--- src/rtl/gpio_seg7_scan.sv ---
// Multiplexed hex driver for an 8-digit 7-segment display fed by the GPIO output register.
// Define GPIO_SEG7_LZB_EN to enable leading-zero blanking.
module gpio_seg7_scan #(
  parameter int CLK_DIV    = 100000,
  parameter int NUM_DIGITS = 8
) (
  input  logic                  clk,
  input  logic                  Rst,
  input  logic [31:0]           in,
  input  logic [NUM_DIGITS-1:0] dp_mask,
  output logic [NUM_DIGITS-1:0] an,
  output logic [6:0]            seg,
  output logic                  dp,
  output logic                  frame
);

  localparam int CW = (CLK_DIV > 1) ? $clog2(CLK_DIV) : 1;
  localparam int IW = (NUM_DIGITS > 1) ? $clog2(NUM_DIGITS) : 1;
  localparam int SW = 4 * NUM_DIGITS;

  logic [CW-1:0]         cnt_q, cnt_d;
  logic [IW-1:0]         idx_q, idx_d;
  logic [SW-1:0]         snap_q, snap_d;
  logic [NUM_DIGITS-1:0] snap_dp_q, snap_dp_d;
  logic                  wrap_q, wrap_d;
  logic [NUM_DIGITS-1:0] an_q, an_d;
  logic [6:0]            seg_q, seg_d;
  logic                  dp_q, dp_d;
  logic                  frame_q, frame_d;

  logic                  tick;
  logic                  last;
  logic                  blank;
  logic [SW-1:0]         sh;
  logic [NUM_DIGITS-1:0] dp_sh;
  logic                  unused_in;

  assign unused_in = ^in;

  function automatic logic [6:0] hex7(input logic [3:0] n);
    logic [6:0] s;
    s = 7'h7F;
    case (n)
      4'h0: s = 7'h40;
      4'h1: s = 7'h79;
      4'h2: s = 7'h24;
      4'h3: s = 7'h30;
      4'h4: s = 7'h19;
      4'h5: s = 7'h12;
      4'h6: s = 7'h02;
      4'h7: s = 7'h78;
      4'h8: s = 7'h00;
      4'h9: s = 7'h10;
      4'hA: s = 7'h08;
      4'hB: s = 7'h03;
      4'hC: s = 7'h46;
      4'hD: s = 7'h21;
      4'hE: s = 7'h06;
      default: s = 7'h0E;
    endcase
    return s;
  endfunction

  always_comb begin
    tick      = (cnt_q == CW'(CLK_DIV - 1));
    last      = (idx_q == IW'(NUM_DIGITS - 1));
    cnt_d     = tick ? '0 : cnt_q + CW'(1);
    idx_d     = idx_q;
    snap_d    = snap_q;
    snap_dp_d = snap_dp_q;
    if (tick) begin
      idx_d = last ? '0 : idx_q + IW'(1);
      if (last) begin
        snap_d    = in[SW-1:0];
        snap_dp_d = dp_mask;
      end
    end
    wrap_d  = tick && last;
    // Aligned with the first output cycle showing digit 0 of the new snapshot
    frame_d = wrap_q;

    sh    = snap_q >> {idx_q, 2'b00};
    dp_sh = snap_dp_q >> idx_q;
`ifdef GPIO_SEG7_LZB_EN
    blank = (idx_q != '0) && (sh == '0);
`else
    blank = 1'b0;
`endif
    seg_d = hex7(sh[3:0]);
    an_d  = blank ? '1 : ~(NUM_DIGITS'(1) << idx_q);
    dp_d  = blank ? 1'b1 : ~dp_sh[0];
  end

  always_ff @(posedge clk) begin
    if (Rst) begin
      cnt_q     <= '0;
      idx_q     <= '0;
      snap_q    <= '0;
      snap_dp_q <= '0;
      wrap_q    <= 1'b0;
      an_q      <= '1;
      seg_q     <= 7'h7F;
      dp_q      <= 1'b1;
      frame_q   <= 1'b0;
    end else begin
      cnt_q     <= cnt_d;
      idx_q     <= idx_d;
      snap_q    <= snap_d;
      snap_dp_q <= snap_dp_d;
      wrap_q    <= wrap_d;
      an_q      <= an_d;
      seg_q     <= seg_d;
      dp_q      <= dp_d;
      frame_q   <= frame_d;
    end
  end

  assign an    = an_q;
  assign seg   = seg_q;
  assign dp    = dp_q;
  assign frame = frame_q;

endmodule

--- config.mk ---
export PLATFORM = sky130hd
export DESIGN_NAME = gpio_seg7_scan
export DESIGN_NICKNAME = d
export VERILOG_FILES = /design/src/rtl/gpio_seg7_scan.sv
export SDC_FILE = /design/constraint.sdc
export NUM_CORES = 1
export LEC_CHECK = 0
export CAP_MARGIN = 15
export CORE_ASPECT_RATIO = 0.8
export CORE_MARGIN = 10
export CORE_UTILIZATION = 40
export CTS_CLUSTER_SIZE = 30
export DETAILED_ROUTE_END_ITERATION = 8
export GPL_TIMING_DRIVEN = 1
export PLACE_DENSITY = 0.71
export SETUP_SLACK_MARGIN = 0.15
export SYNTH_ARGS = -nofsm -noshare
export SYNTH_HDL_FRONTEND = slang
export SYNTH_SLANG_ARGS = --single-unit
--- constraint.sdc ---
create_clock -name clk -period 3.3 [get_ports clk]
set_input_delay 0.825 -clock clk [delete_from_list [all_inputs] [get_ports clk]]
set_output_delay 0.825 -clock clk [all_outputs]
set_load 0.01 [all_outputs]
### Yosys cells after proc, flatten, opt, wreduce, memory -nomap -nowiden

Memory sizes are Yosys's and may differ from the RTL's. A register that Yosys moved wholly into a read port is not among the register bits.
Index checks and enable logic that the tools add are counted.

| storage, ports and cells | value |
|---|---|
| word-level logic and storage cells | 22 |
| input port bits | 42 |
| bits in registers | 71 |
| memory bits (read-only) | 112 |
| output and inout port bits | 17 |
| memories | 1 |

Memories:

| memory | words | width | rd ports | clocked after Yosys merged registers in | write ports | line | text |
|---|---|---|---|---|---|---|---|
| (no name shown) | 16 | 7 | 1 | 1 | 0 | 43 | `case (n)` |

| cells by class | value |
|---|---|
| bitwise operators | 2 |
| shift operators | 3 |
| $add $sub $neg | 2 |
| equal/unequal tests | 2 |
| muxes and demuxes | 1 |
| reduce and logical (&&, ||, !) cells | 3 |

Operators with widths:

| kind | count |
|---|---|
| 32-bit by 5-bit >> shifter with 4-bit output | 1 |
| 17-bit by 1-bit adder with 17-bit output (second input constant) | 1 |
| 17-bit == test (second input constant) | 1 |
| 8-bit inverter | 1 |
| 1-bit by 3-bit << shifter with 8-bit output (first input constant) | 1 |
| 8-bit by 3-bit >> shifter with 1-bit output | 1 |
| 3-bit by 1-bit adder with 3-bit output (second input constant) | 1 |
| 3-bit == test (second input constant) | 1 |
| 3-bit two-way mux | 1 |
| 2-bit AND reduction | 1 |
| 2-bit OR reduction | 1 |
| 1-bit logical AND | 1 |
| 1-bit inverter | 1 |

### Longest topological paths before layout

Gate-level depths: netlist of the first run.

| depth | value |
|---|---|
| word-level depth | 2 |
| mapped depth | 10 |
| depth with buffers taken out | 8 |

### Worst setup path before layout of the first run

Ideal clock, no wire load.

| timing path | value |
|---|---|
| path type | reg-to-reg |
| start point | register idx_q[0] |
| end point | register seg_q[6] (netlist: seg[6]) |
| required time | 3.178 ns |
| library setup time | 0.122 ns |
| arrival | 2.192 ns |
| stages on the path, launching flop included | 10 |
| path slack | 0.986 ns |
| period minus slack after synthesis | 2.314 ns |
| cells stage by stage | dfxtp_1 -> buf_6 -> mux4_2 -> mux2i_1 -> inv_1 -> ha_1 -> inv_1 -> nor3_1 -> a21o_1 -> a221o_1 |

| on the way | value |
|---|---|
| word-level cells in the longest chain between the ends | 1 |

Ends and longest elaborated chain:

| what | line | text |
|---|---|---|
| start, declared | 22 | `logic [IW-1:0] idx_q, idx_d;` |
| start signal, assigned | 107 | `idx_q <= idx_d;` |
| 32-bit by 5-bit >> shifter with 4-bit output | 82 | `sh = snap_q >> {idx_q, 2'b00};` |
| end, declared | 27 | `logic [6:0] seg_q, seg_d;` |

Every way passes these cells.
A chain may end at the register's enable or synchronous reset.

### Worst setup path in the final report of the first run

Same ends and word-level chain as after synthesis.

==> flow_metrics.env, run 1 <==
export IMPL_core_area_um2=8090
export IMPL_placedCellCount=529
export IMPL_wl_um=7380
export IMPL_gr_total_overflow=0
export IMPL_cp_data_required_time_ps=3530
export IMPL_clockBufferDepth=2
export IMPL_skew_ps=6.75
export IMPL_dpl_instance_area_um2=4020
export IMPL_firstDrtPassIters=4
export IMPL_place_hpwl_um=5540
export IMPL_post_place_ws_ps=656
export IMPL_finalSetupViolCount=0
export IMPL_fmax_mhz=379
export IMPL_grt_pass1_wl_um=12400
export IMPL_yosysWarnings=0
export IMPL_leakagePower_nw=1.51
export IMPL_synth_cell_type_count=46
export IMPL_synth_main_ff_cell="dfxtp_1"
export IMPL_worst_setup_path_start_kind="flip-flop"
export IMPL_grtUsageTotal_pct=12.3
export IMPL_yosysSeqAreaShare_pct=46.2
export IMPL_cts_setup_buffers=0
export IMPL_crit_path_end_kind="flip-flop"
export IMPL_nets=487
export IMPL_die_w_um=123
export IMPL_cts_resized=0
export IMPL_cts_tree="built"
export IMPL_rsz0062_at_grt="false"
export IMPL_power_density_nw_per_um2=406
export IMPL_route_vias_total=2691
export IMPL_syn_nets=433
export IMPL_root_buffer="clkbuf_8"
export IMPL_crit_top_cell="inv_1"
export IMPL_antenna_found_initial=0
export IMPL_cts_sinks=78
export IMPL_worst_path_max_fanout=12
export IMPL_path_cells="buf_4 -> mux4_2 -> mux2i_1 -> inv_1 -> ha_1 -> inv_1 -> nor3_1 -> a21o_1 -> a221o_1"
export IMPL_cts_htree_levels=3
export IMPL_grt_max_degree=41
export IMPL_status="complete, no violations"
export IMPL_diodes=0
export IMPL_crit_slowest_cell="dfxtp_1"
export IMPL_syn_inst=378
export IMPL_hold_class="flip-flop to flip-flop"
export IMPL_numCtsBuffers=9
export IMPL_final_cell_area_um2=4200
export IMPL_design_power_total_mw=1.71
export IMPL_r2r_end="seg[6]$_SDFF_PP1_"
export IMPL_async_flop_share_pct=0
export IMPL_place_congestion=0.811
export IMPL_rows=29
export IMPL_cts_hold_fix_buffers=0
export IMPL_worst_r2r_setup_slack_ps=660
export IMPL_syn_cell_area_um2=3380
export IMPL_drv_cap=0
export IMPL_hold_viol=0
export IMPL_first_global_vias=2607
export IMPL_hold_path_depth=2
export IMPL_reg2reg_depth=9
export IMPL_wire_per_inst_um=13.6
export IMPL_synth_seq_cells=78
export IMPL_io_buffers=58
export IMPL_hp_start="snap_q[22]$_SDFFE_PP0P_"
export IMPL_ant_nets=0
export IMPL_hold_path_end="snap_q[22]$_SDFFE_PP0P_"
export IMPL_clk_latency_ps=340
export IMPL_syn2layout_area_growth_pct=24.1
export IMPL_utilization_pct=51.9
export IMPL_drt_iter0_markers=160
export IMPL_synth_edf_count=0
export IMPL_dieArea_um2=12600
export IMPL_avgSynthCellArea_um2=8.95
export IMPL_finalMaxSlewViolations=0
export IMPL_setup_tns_final_ps=0
export IMPL_r2r_start="idx_q[0]$_SDFFE_PP0N_"
export IMPL_crit_arrival_ps=2860
export IMPL_instances_no_fill=542
export IMPL_io_pins=59
export IMPL_slew_headroom_pct=48.9
export IMPL_initial_utilization_pct=41.8
export IMPL_die_y_um=102
export IMPL_drive_above_1_share_pct=8.29
export IMPL_fin_crit_sh_pct=79.9
export IMPL_via_per_inst=4.96
export IMPL_worst_slew_pin_slew_ps=760
export IMPL_cpPeakStageDelay_ps=490
export IMPL_drc=0
export IMPL_period_needed_ps=2640
export IMPL_clkTransAtPathRegs_ps=70
export IMPL_ir_worst_vdd_v=0.000181
export IMPL_whs_ps=454
export IMPL_crit_type="flip-flop to flip-flop"
export IMPL_setup_slack_ps=664
==> flip-flops by register name, summed over array words and instances (netlist names) <==
name / flops
snap_q: 32
dp: 1
frame_d: 1
an: 8
seg: 7
frame: 1
cnt_q: 17
snap_dp_q: 8
idx_q: 3
==> worst max-delay path: cells and delay by family, from the launching register on <==
kind            cells  cell delay [ps]
flops               1              490
buf+inv             3              540
fa+ha+maj           1              230
compound gates      2              450
simple gates        1               70
mux                 2              750
==> worst max-delay path by stage <==
stage,startpoint,end,cells after the start
6_report,idx_q[0]$_SDFFE_PP0N_,seg[6]$_SDFF_PP1_,9
4_1_cts,idx_q[0]$_SDFFE_PP0N_,seg[6]$_SDFF_PP1_,9
2_1_floorplan,idx_q[0]$_SDFFE_PP0N_,seg[6]$_SDFF_PP1_,9
5_1_grt,idx_q[0]$_SDFFE_PP0N_,seg[3]$_SDFF_PP1_,9
3_3_place_gp,idx_q[0]$_SDFFE_PP0N_,seg[6]$_SDFF_PP1_,9
3_5_place_dp,idx_q[0]$_SDFFE_PP0N_,seg[6]$_SDFF_PP1_,9
==> cell usage after synthesis (2+ instances only) <==
master	number	share of area (%)
nor2_1	29	3.2
buf_6	2	0.67
xor2_1	11	2.8
inv_2	3	0.33
mux4_2	8	5.3
buf_2	6	0.89
mux2i_1	5	1.5
nand3_1	12	1.8
inv_1	8	0.89
nor2b_1	2	0.37
nand2_1	96	11
and3_1	4	0.74
xnor2_1	5	1.3
ha_1	13	4.8
clkbuf_1	10	1.1
nor3_1	4	0.59
a221o_1	3	0.89
dfxtp_1	78	46
a31oi_1	3	0.55
a211oi_1	2	0.44
a21oi_1	45	6.7
nand4_1	2	0.37
nor4b_1	3	0.78
mux2i_4	2	1.3
==> power by group <==
| part | internal, mW | total, mW | switching, mW |
|---|---|---|---|
| registers | 0.948 | 0.953 | 0.00403 |
| clock network | 0.357 | 0.667 | 0.310 |
| logic | 0.0560 | 0.0872 | 0.0312 |
| total | 1.36 | 1.71 | 0.346 |
==> logic make-up after synthesis <==
logic type	synth area share, %
AOI/OAI and AO/OA	11.0
buffers and inverters	4.59
and+or+nand+nor	20.5
xor gates and xnor gates	4.14
adders and majority gates	4.81
muxes	8.80
DFF	46.2
==> layout make-up <==
cell class,count,area (µm²)
fill,767,3890
multi-input combinational,269,1670
sequential,78,1560
timing repair buffer,63,613
clock buffer,11,141
tap,108,135
inverter,11,41.3
clock inverter,2,35.0
==> cells in the final DEF (no fill, tap or decap), types with 3 or more instances in the layout <==
cell type / n
ha_1: 13
dfxtp_1: 78
buf_4: 5
nand2_1: 96
xor2_1: 11
inv_2: 3
a31oi_1: 3
and3_1: 4
a21oi_1: 45
mux4_2: 8
nor3_1: 4
clkdlybuf4s50_1: 57
a221o_1: 3
nand3_1: 12
xnor2_1: 5
mux2i_1: 5
nor4b_1: 3
nor2_1: 29
clkbuf_8: 10
inv_1: 8
==> metal layers <==
metal / wire length, µm / vias to the layer above / GRT usage, %
met5: 0 / - / 0
met4: 80 / 0 / 4.07
met3: 646 / 9 / 4.96
met2: 3110 / 79 / 17.7
met1: 3540 / 1225 / 16.3
li1: - / 1378 / -
Note: power is estimated with default switching activity, not from simulation.
==> inputs of run 2 (changes only) <==
==> constraint.sdc (replaced) <==
create_clock -name clk -period 2.6 [get_ports clk]
set_input_delay 0.65 -clock clk [delete_from_list [all_inputs] [get_ports clk]]
set_output_delay 0.65 -clock clk [all_outputs]
set_load 0.01 [all_outputs]
==> run 2 against run 1 <==
Effect of this change: die area is the same; worst hold slack got worse by 8.4 ps; final cell count rose by 0.74%; clock skew grew 3.3 ps; sequential power increased by 27%; wire length rose by 1.6%; core utilization is 0.60 points higher; largest cell class unchanged.
==> flow_metrics.env, run 2 (synthesized netlist as in run 1, its figures left out) <==
export IMPL_wl_met2_um=3150
export IMPL_period_needed_ps=2280
export IMPL_skew_ps=10.0
export IMPL_ant_nets=0
export IMPL_power_density_nw_per_um2=542
export IMPL_wire_per_inst_um=13.7
export IMPL_first_global_vias=2585
export IMPL_drc=0
export IMPL_worst_path_max_fanout=10
export IMPL_dieArea_um2=12600
export IMPL_antenna_found_initial=0
export IMPL_finalSetupViolCount=0
export IMPL_drt_iter0_markers=163
export IMPL_drt_met1_wl_um=3560
export IMPL_pwr_share_clk_pct=42.8
export IMPL_largest_register="snap_q"
export IMPL_io_pins=59
export IMPL_cts_tree="built"
export IMPL_ir_worst_vdd_v=0.000285
export IMPL_grt_pass1_wl_um=12600
export IMPL_place_hpwl_um=5590
export IMPL_hold_path_end="frame$_SDFF_PP0_"
export IMPL_drive_above_1_share_pct=9.36
export IMPL_hold_path_depth=1
export IMPL_clk_latency_ps=350
export IMPL_rsz0062_at_grt="false"
export IMPL_crit_arrival_ps=2520
export IMPL_place_congestion=0.800
export IMPL_p_int_mw=1.81
export IMPL_numCtsBuffers=9
export IMPL_fin_crit_sh_pct=87.8
export IMPL_hold_class="flip-flop to flip-flop"
export IMPL_crit_type="flip-flop to flip-flop"
export IMPL_via_per_inst=4.90
export IMPL_switching_share_pct=21.3
export IMPL_path_cells="buf_4 -> mux4_2 -> mux2i_1 -> inv_1 -> ha_1 -> inv_1 -> nor3_1 -> a21o_1 -> a221o_1"
export IMPL_cts_htree_levels=3
export IMPL_r2r_end="seg[6]$_SDFF_PP1_"
export IMPL_crit_slowest_cell="dfxtp_1"
export IMPL_die_y_um=102
export IMPL_dpl_instance_area_um2=4030
export IMPL_nets=488
export IMPL_worst_r2r_setup_slack_ps=320
export IMPL_p_sw_mw=0.490
export IMPL_leakagePower_nw=1.53
export IMPL_setup_tns_final_ps=0
export IMPL_initial_utilization_pct=41.8
export IMPL_syn2layout_area_growth_pct=25.6
export IMPL_core_area_um2=8090
export IMPL_grtUsageTotal_pct=12.5
export IMPL_hp_start="frame_d$_SDFF_PP0_"
export IMPL_clockBufferDepth=2
export IMPL_drv_cap=0
export IMPL_gr_total_overflow=0
export IMPL_cp_data_required_time_ps=2830
export IMPL_route_met3_wl_um=680
export IMPL_rows=29
export IMPL_root_buffer="clkbuf_8"
export IMPL_finalMaxSlewViolations=0
export IMPL_cpPeakStageDelay_ps=520
export IMPL_layout_cells_most_common="nand2_1"
export IMPL_p_comb_share_pct=4.8
export IMPL_crit_path_end_kind="flip-flop"
export IMPL_diodes=0
export IMPL_cts_sinks=78
export IMPL_status="complete, no violations"
export IMPL_slew_headroom_pct=43.6
export IMPL_most_common_layout_cells="96 x nand2_1, 77 x dfxtp_1, 57 x clkdlybuf4s50_1"
export IMPL_crit_top_cell="inv_1"
export IMPL_fmax_mhz=438
export IMPL_worst_slew_pin_slew_ps=838
export IMPL_utilization_pct=52.5
export IMPL_clkTransAtPathRegs_ps=80
export IMPL_final_cell_area_um2=4250
export IMPL_largest_register_ffs=32
export IMPL_r2r_start="idx_q[1]$_SDFFE_PP0N_"
export IMPL_firstDrtPassIters=4
export IMPL_wl_um=7510
export IMPL_maxUsedRoutingLayer="met4"
export IMPL_reg2reg_depth=9
export IMPL_design_power_total_mw=2.30
export IMPL_route_vias_total=2678
export IMPL_grt_max_degree=41
export IMPL_hold_viol=0
export IMPL_io_buffers=58
export IMPL_die_w_um=123
export IMPL_p_seq_share_pct=52.4
export IMPL_worst_setup_path_start_kind="flip-flop"
export IMPL_reg_largest_list="snap_q: 32 flops, cnt_q: 17 flops"
[run 2: timing repair]
action / CTS / global route
setup endpoints to repair: 2 / 2
hold buffers: 0 / 0
hold endpoints to repair: 0 / 0
buffers inserted: 0 / 0
resized for setup: 1 / 1
[run 2: worst max-delay path by stage]
| stage | start | endpoint | slack [ps] | depth (start not counted) |
|---|---|---|---|---|
| after CTS | idx_q[0]$_SDFFE_PP0N_ | seg[6]$_SDFF_PP1_ | 250 | 8 |
| final | idx_q[1]$_SDFFE_PP0N_ | seg[6]$_SDFF_PP1_ | 320 | 9 |
| after floorplan | idx_q[0]$_SDFFE_PP0N_ | seg[6]$_SDFF_PP1_ | 290 | 9 |
| after global routing | idx_q[1]$_SDFFE_PP0N_ | seg[6]$_SDFF_PP1_ | 160 | 9 |
| after global placement | idx_q[0]$_SDFFE_PP0N_ | seg[6]$_SDFF_PP1_ | 210 | 8 |
| after detailed placement | idx_q[0]$_SDFFE_PP0N_ | seg[3]$_SDFF_PP1_ | 140 | 8 |
[run 2: per-layer routing]
| layer | vias up | track usage (%) |
|---|---|---|
| met4 | 0 | 5.06 |
| li1 | 1383 | - |
| met5 | - | 0 |
| met3 | 10 | 4.79 |
| met2 | 78 | 17.6 |
| met1 | 1207 | 16.8 |
[run 2: cell type report]
type,count,area [µm²]
clock inverter,6,86.3
clock buffer,10,128
multi-input combinational,269,1670
sequential,78,1570
fill,744,3840
inverter,11,41.3
tap,108,135
timing repair buffer,64,621
[run 2: power by group through the flow]
stage | clock network (mW) | logic (mW) | registers (mW)
after floorplan | 0 | 0.0278 | 1.24
after global placement | 0 | 0.111 | 1.24
after detailed placement | 0 | 0.111 | 1.24
after CTS | 1.00 | 0.111 | 1.21
after global routing | 1.05 | 0.120 | 1.21
final | 0.985 | 0.110 | 1.21
[run 2: critical path: cells and delay by family (launching register included)]
family,cells,cell delay [ps]
DFF,1,520
muxes,2,510
AOI/OAI and AO/OA,2,440
buffers and inverters,3,440
adders and majority gates,1,210
and+or+nand+nor,1,70
[run 2: through the flow]
step / setup WS, ps / cells / hold WS [ps]
final: 316 / 546 / 446
after global routing: 163 / 546 / 463
after CTS: 252 / 546 / 453
after detailed placement: 143 / 530 / 433
after global placement: 214 / 530 / 435
after floorplan: 286 / 378 / 414
==> edit: new RTL, config.mk and constraints of run 2 <==
Add a define of `GPIO_SEG7_LZB_EN`.
--- a/src/rtl/gpio_seg7_scan.sv
+++ b/src/rtl/gpio_seg7_scan.sv
@@ -1,5 +1,7 @@
 // Multiplexed hex driver for an 8-digit 7-segment display fed by the GPIO output register.
 // Define GPIO_SEG7_LZB_EN to enable leading-zero blanking.
+`define GPIO_SEG7_LZB_EN
+
 module gpio_seg7_scan #(
   parameter int CLK_DIV    = 100000,
   parameter int NUM_DIGITS = 8
Function: same outputs for any inputs over 10 cycles, from zero or initial values and one cycle with Rst high; that may be too few to reach the edited logic, so the function may still have changed.
==> edit against run 2 <==
Clock power decreased by 9.8%. Global-route usage rose by 0.76 points. Synthesized area increased by 2.5%. Design area grew 3.4%. Worst setup slack lost 0.019 ns. Sequential cell count unchanged. Wire length increased by 13%. Total power down 3.5%. Largest power group unchanged. Highest routed layer unchanged.
==> edit: results (changes against run 2) <==
| Metric | Value |
|---|---|
| Status | complete, no violations |
| Initial antenna violation count | 0 (unchanged) |
| Via count | 2761 (+3.1%) |
| All-Layer GR Usage | 13.3% (+0.76 points) |
| Multiplexer area fraction after synthesis | 9.60% (+0.80 points) |
| Post-synthesis adder-cell area fraction | 4.33% (-0.48 points) |
| RePlAce Congestion | 0.912 (+14%) |
| Worst-Skew Late Latency | 0.35 ns (about the same) |
| DP HPWL | 6470 um (+16%) |
| Async SR Flop Fraction | 0% (unchanged) |
| Share of layout cells above drive strength 1 | 13.2% (+3.8 points) |
| Synth warn | 0 (unchanged) |
| Seq/Total Area, Yosys | 45.0% (-1.1 points) |
| Slowest cell on the critical path | dfxtp_2 |
| Fill cell count | 764 (+2.7%) |
| Worst Hold Class | flip-flop to flip-flop |
| Clock skew | 0.0124 ns (+0.00235 ns) |
| First-pass GRT wire length | 13500 um (+7.4%) |
| CTS buffer count | 9 (unchanged) |
| Netlist cell types | 49 (+6.5%) |
| Hold depth | 1 (unchanged) |
| Peak supply drop | 0.000226 V (-21%) |
| Max FO, Critical Path | 9 (-1) |
| Top cells by area, synth | dfxtp_1 (45%), a22o_1 (10%), mux4_2 (6.5%), ha_1 (4.3%), nor2_1 (3.1%) |
| Setup slack at placement | 0.200 ns (+0.0570 ns) |
| Initial drt markers | 242 (+48%) |
| Top Registers | snap_q x32, cnt_q x17 |
| Sw Ratio | 22.3% (+0.99 points) |
| H-Tree Level Count | 3 (unchanged) |
| Largest net degree at the start of global routing | 42 (+2.4%) |
| Syn nets | 379 (-12%) |
| Hold Path Origin | frame_d |
| Worst stage delay on the critical path | 0.38 ns (-0.14 ns) |
| Worst Path Arrival | 2.57 ns (+0.05 ns) |
| Cells on worst reg2reg path | 9 (unchanged) |
| Synth Area in XOR/XNOR | 4.04% (-0.10 points) |
| Nets | 443 (-9.2%) |
| Relative slew slack | 62.7% (+19 points) |
| Port Buffer Count | 58 (unchanged) |
| Commonest cells in the netlist | dfxtp_1 (78), a22o_1 (40), nor2_1 (29) |
| Vias in the first global route | 2591 (+0.23%) |
| Diodes inserted | 0 (unchanged) |
| Bufs on Longest Clock Path | 2 (unchanged) |
| Clock transition at path regs | 0.08 ns (about the same) |
| Synth Area in Compound Gates | 16.7% (+5.7 points) |
| CTS root buf | clkbuf_8 |
| Leakage power | 0.00164 uW (+7.2%) |
| Reg2reg start | idx_q[0] |
| Final WL | 8490 um (+13%) |
| Pre-antenna DRT Iters | 4 (unchanged) |
| Reg2Reg Setup Slack | 0.30 ns (-0.02 ns) |
| Reg-to-reg critical path endpoint | an[1] |
| Hold worst-path end | frame |
==> edit: changes by cell type after synthesis, moves of 4 or more <==
cell	change
nand2_1	-80
a21oi_1	-41
a22o_1	+39
clkbuf_1	-8
nor4_1	+8
o211ai_1	+6
o21ai_1	+5
buf_4	+4
nand4_1	+4
==> edit: cell families (layout without fill, tap and decap cells) <==
| family | after synthesis | in the layout |
|---|---|---|
| AND/OR/NAND/NOR | 103 | 103 |
| XOR/XNOR | 16 | 16 |
| AO/OA/AOI/OAI | 72 | 72 |
| flip-flops | 78 | 78 |
| multiplexers | 18 | 18 |
| adder cells (fa/ha/maj) | 12 | 12 |
| buffers and inverters | 26 | 95 |
==> edit: timing repair <==
action / CTS / global route
hold buffers: 0 / 0
gates resized for setup: 0 / 5
buffers inserted: 0 / 0
endpoints found under the setup margin: 0 / 8
==> edit: cell type report <==
type	count	area [um2]	area share [%]
Tap cell	112	140	3.19
Sequential cell	78	1560	35.6
Clock inverter	5	58.8	1.34
Multi-Input combinational cell	221	1760	40.1
Clock buffer	11	131	2.99
Timing Repair Buffer	71	707	16.1
Inverter	8	30.0	0.684
==> edit: worst max path at each step <==
stage,to,start,depth (start not counted),slack (ns)
finish,an[1],idx_q[0],9,0.30
global route,an[2],idx_q[0],9,0.16
CTS,an[1],idx_q[0],9,0.17
detailed placement,an[1],idx_q[0],9,0.20
global placement,an[1],idx_q[0],9,0.32
floorplan,an[1],idx_q[1],9,0.28
==> edit: critical path: cells and delay by family, from the launching register on <==
kind | cells | cell delay, ns
AND/OR/NAND/NOR | 1 | 0.11
multiplexers | 2 | 0.65
AO/OA/AOI/OAI | 3 | 0.55
buffers and inverters | 2 | 0.29
adder cells (fa/ha/maj) | 1 | 0.22
flip-flops | 1 | 0.38
==> edit: metal layers <==
layer,wire (um),vias up,track usage [%]
met2,3580,113,18.1
met3,792,6,4.18
met1,4050,1301,19.2
li1,-,1341,-
met5,0,-,0
met4,67,0,4.24
==> edit: power by group through the flow <==
stage / Clock (uW) / Combinational [uW] / Sequential [uW]
floorplan: 0 / 34.3 / 1240
global route: 958 / 133 / 1210
finish: 888 / 123 / 1210
CTS: 908 / 125 / 1210
detailed placement: 0 / 124 / 1240
global placement: 0 / 124 / 1240
==> edit: stage by stage <==
step                      cells  instance area [um2]  total power [uW]  hold WS (ns)
after floorplan             325                 3470              1270         0.414
after global placement      490                 4190              1360         0.426
after detailed placement    490                 4190              1360         0.434
after CTS                   506                 4380              2240         0.461
after global routing        506                 4390              2300         0.477
final                       506                 4390              2220         0.457
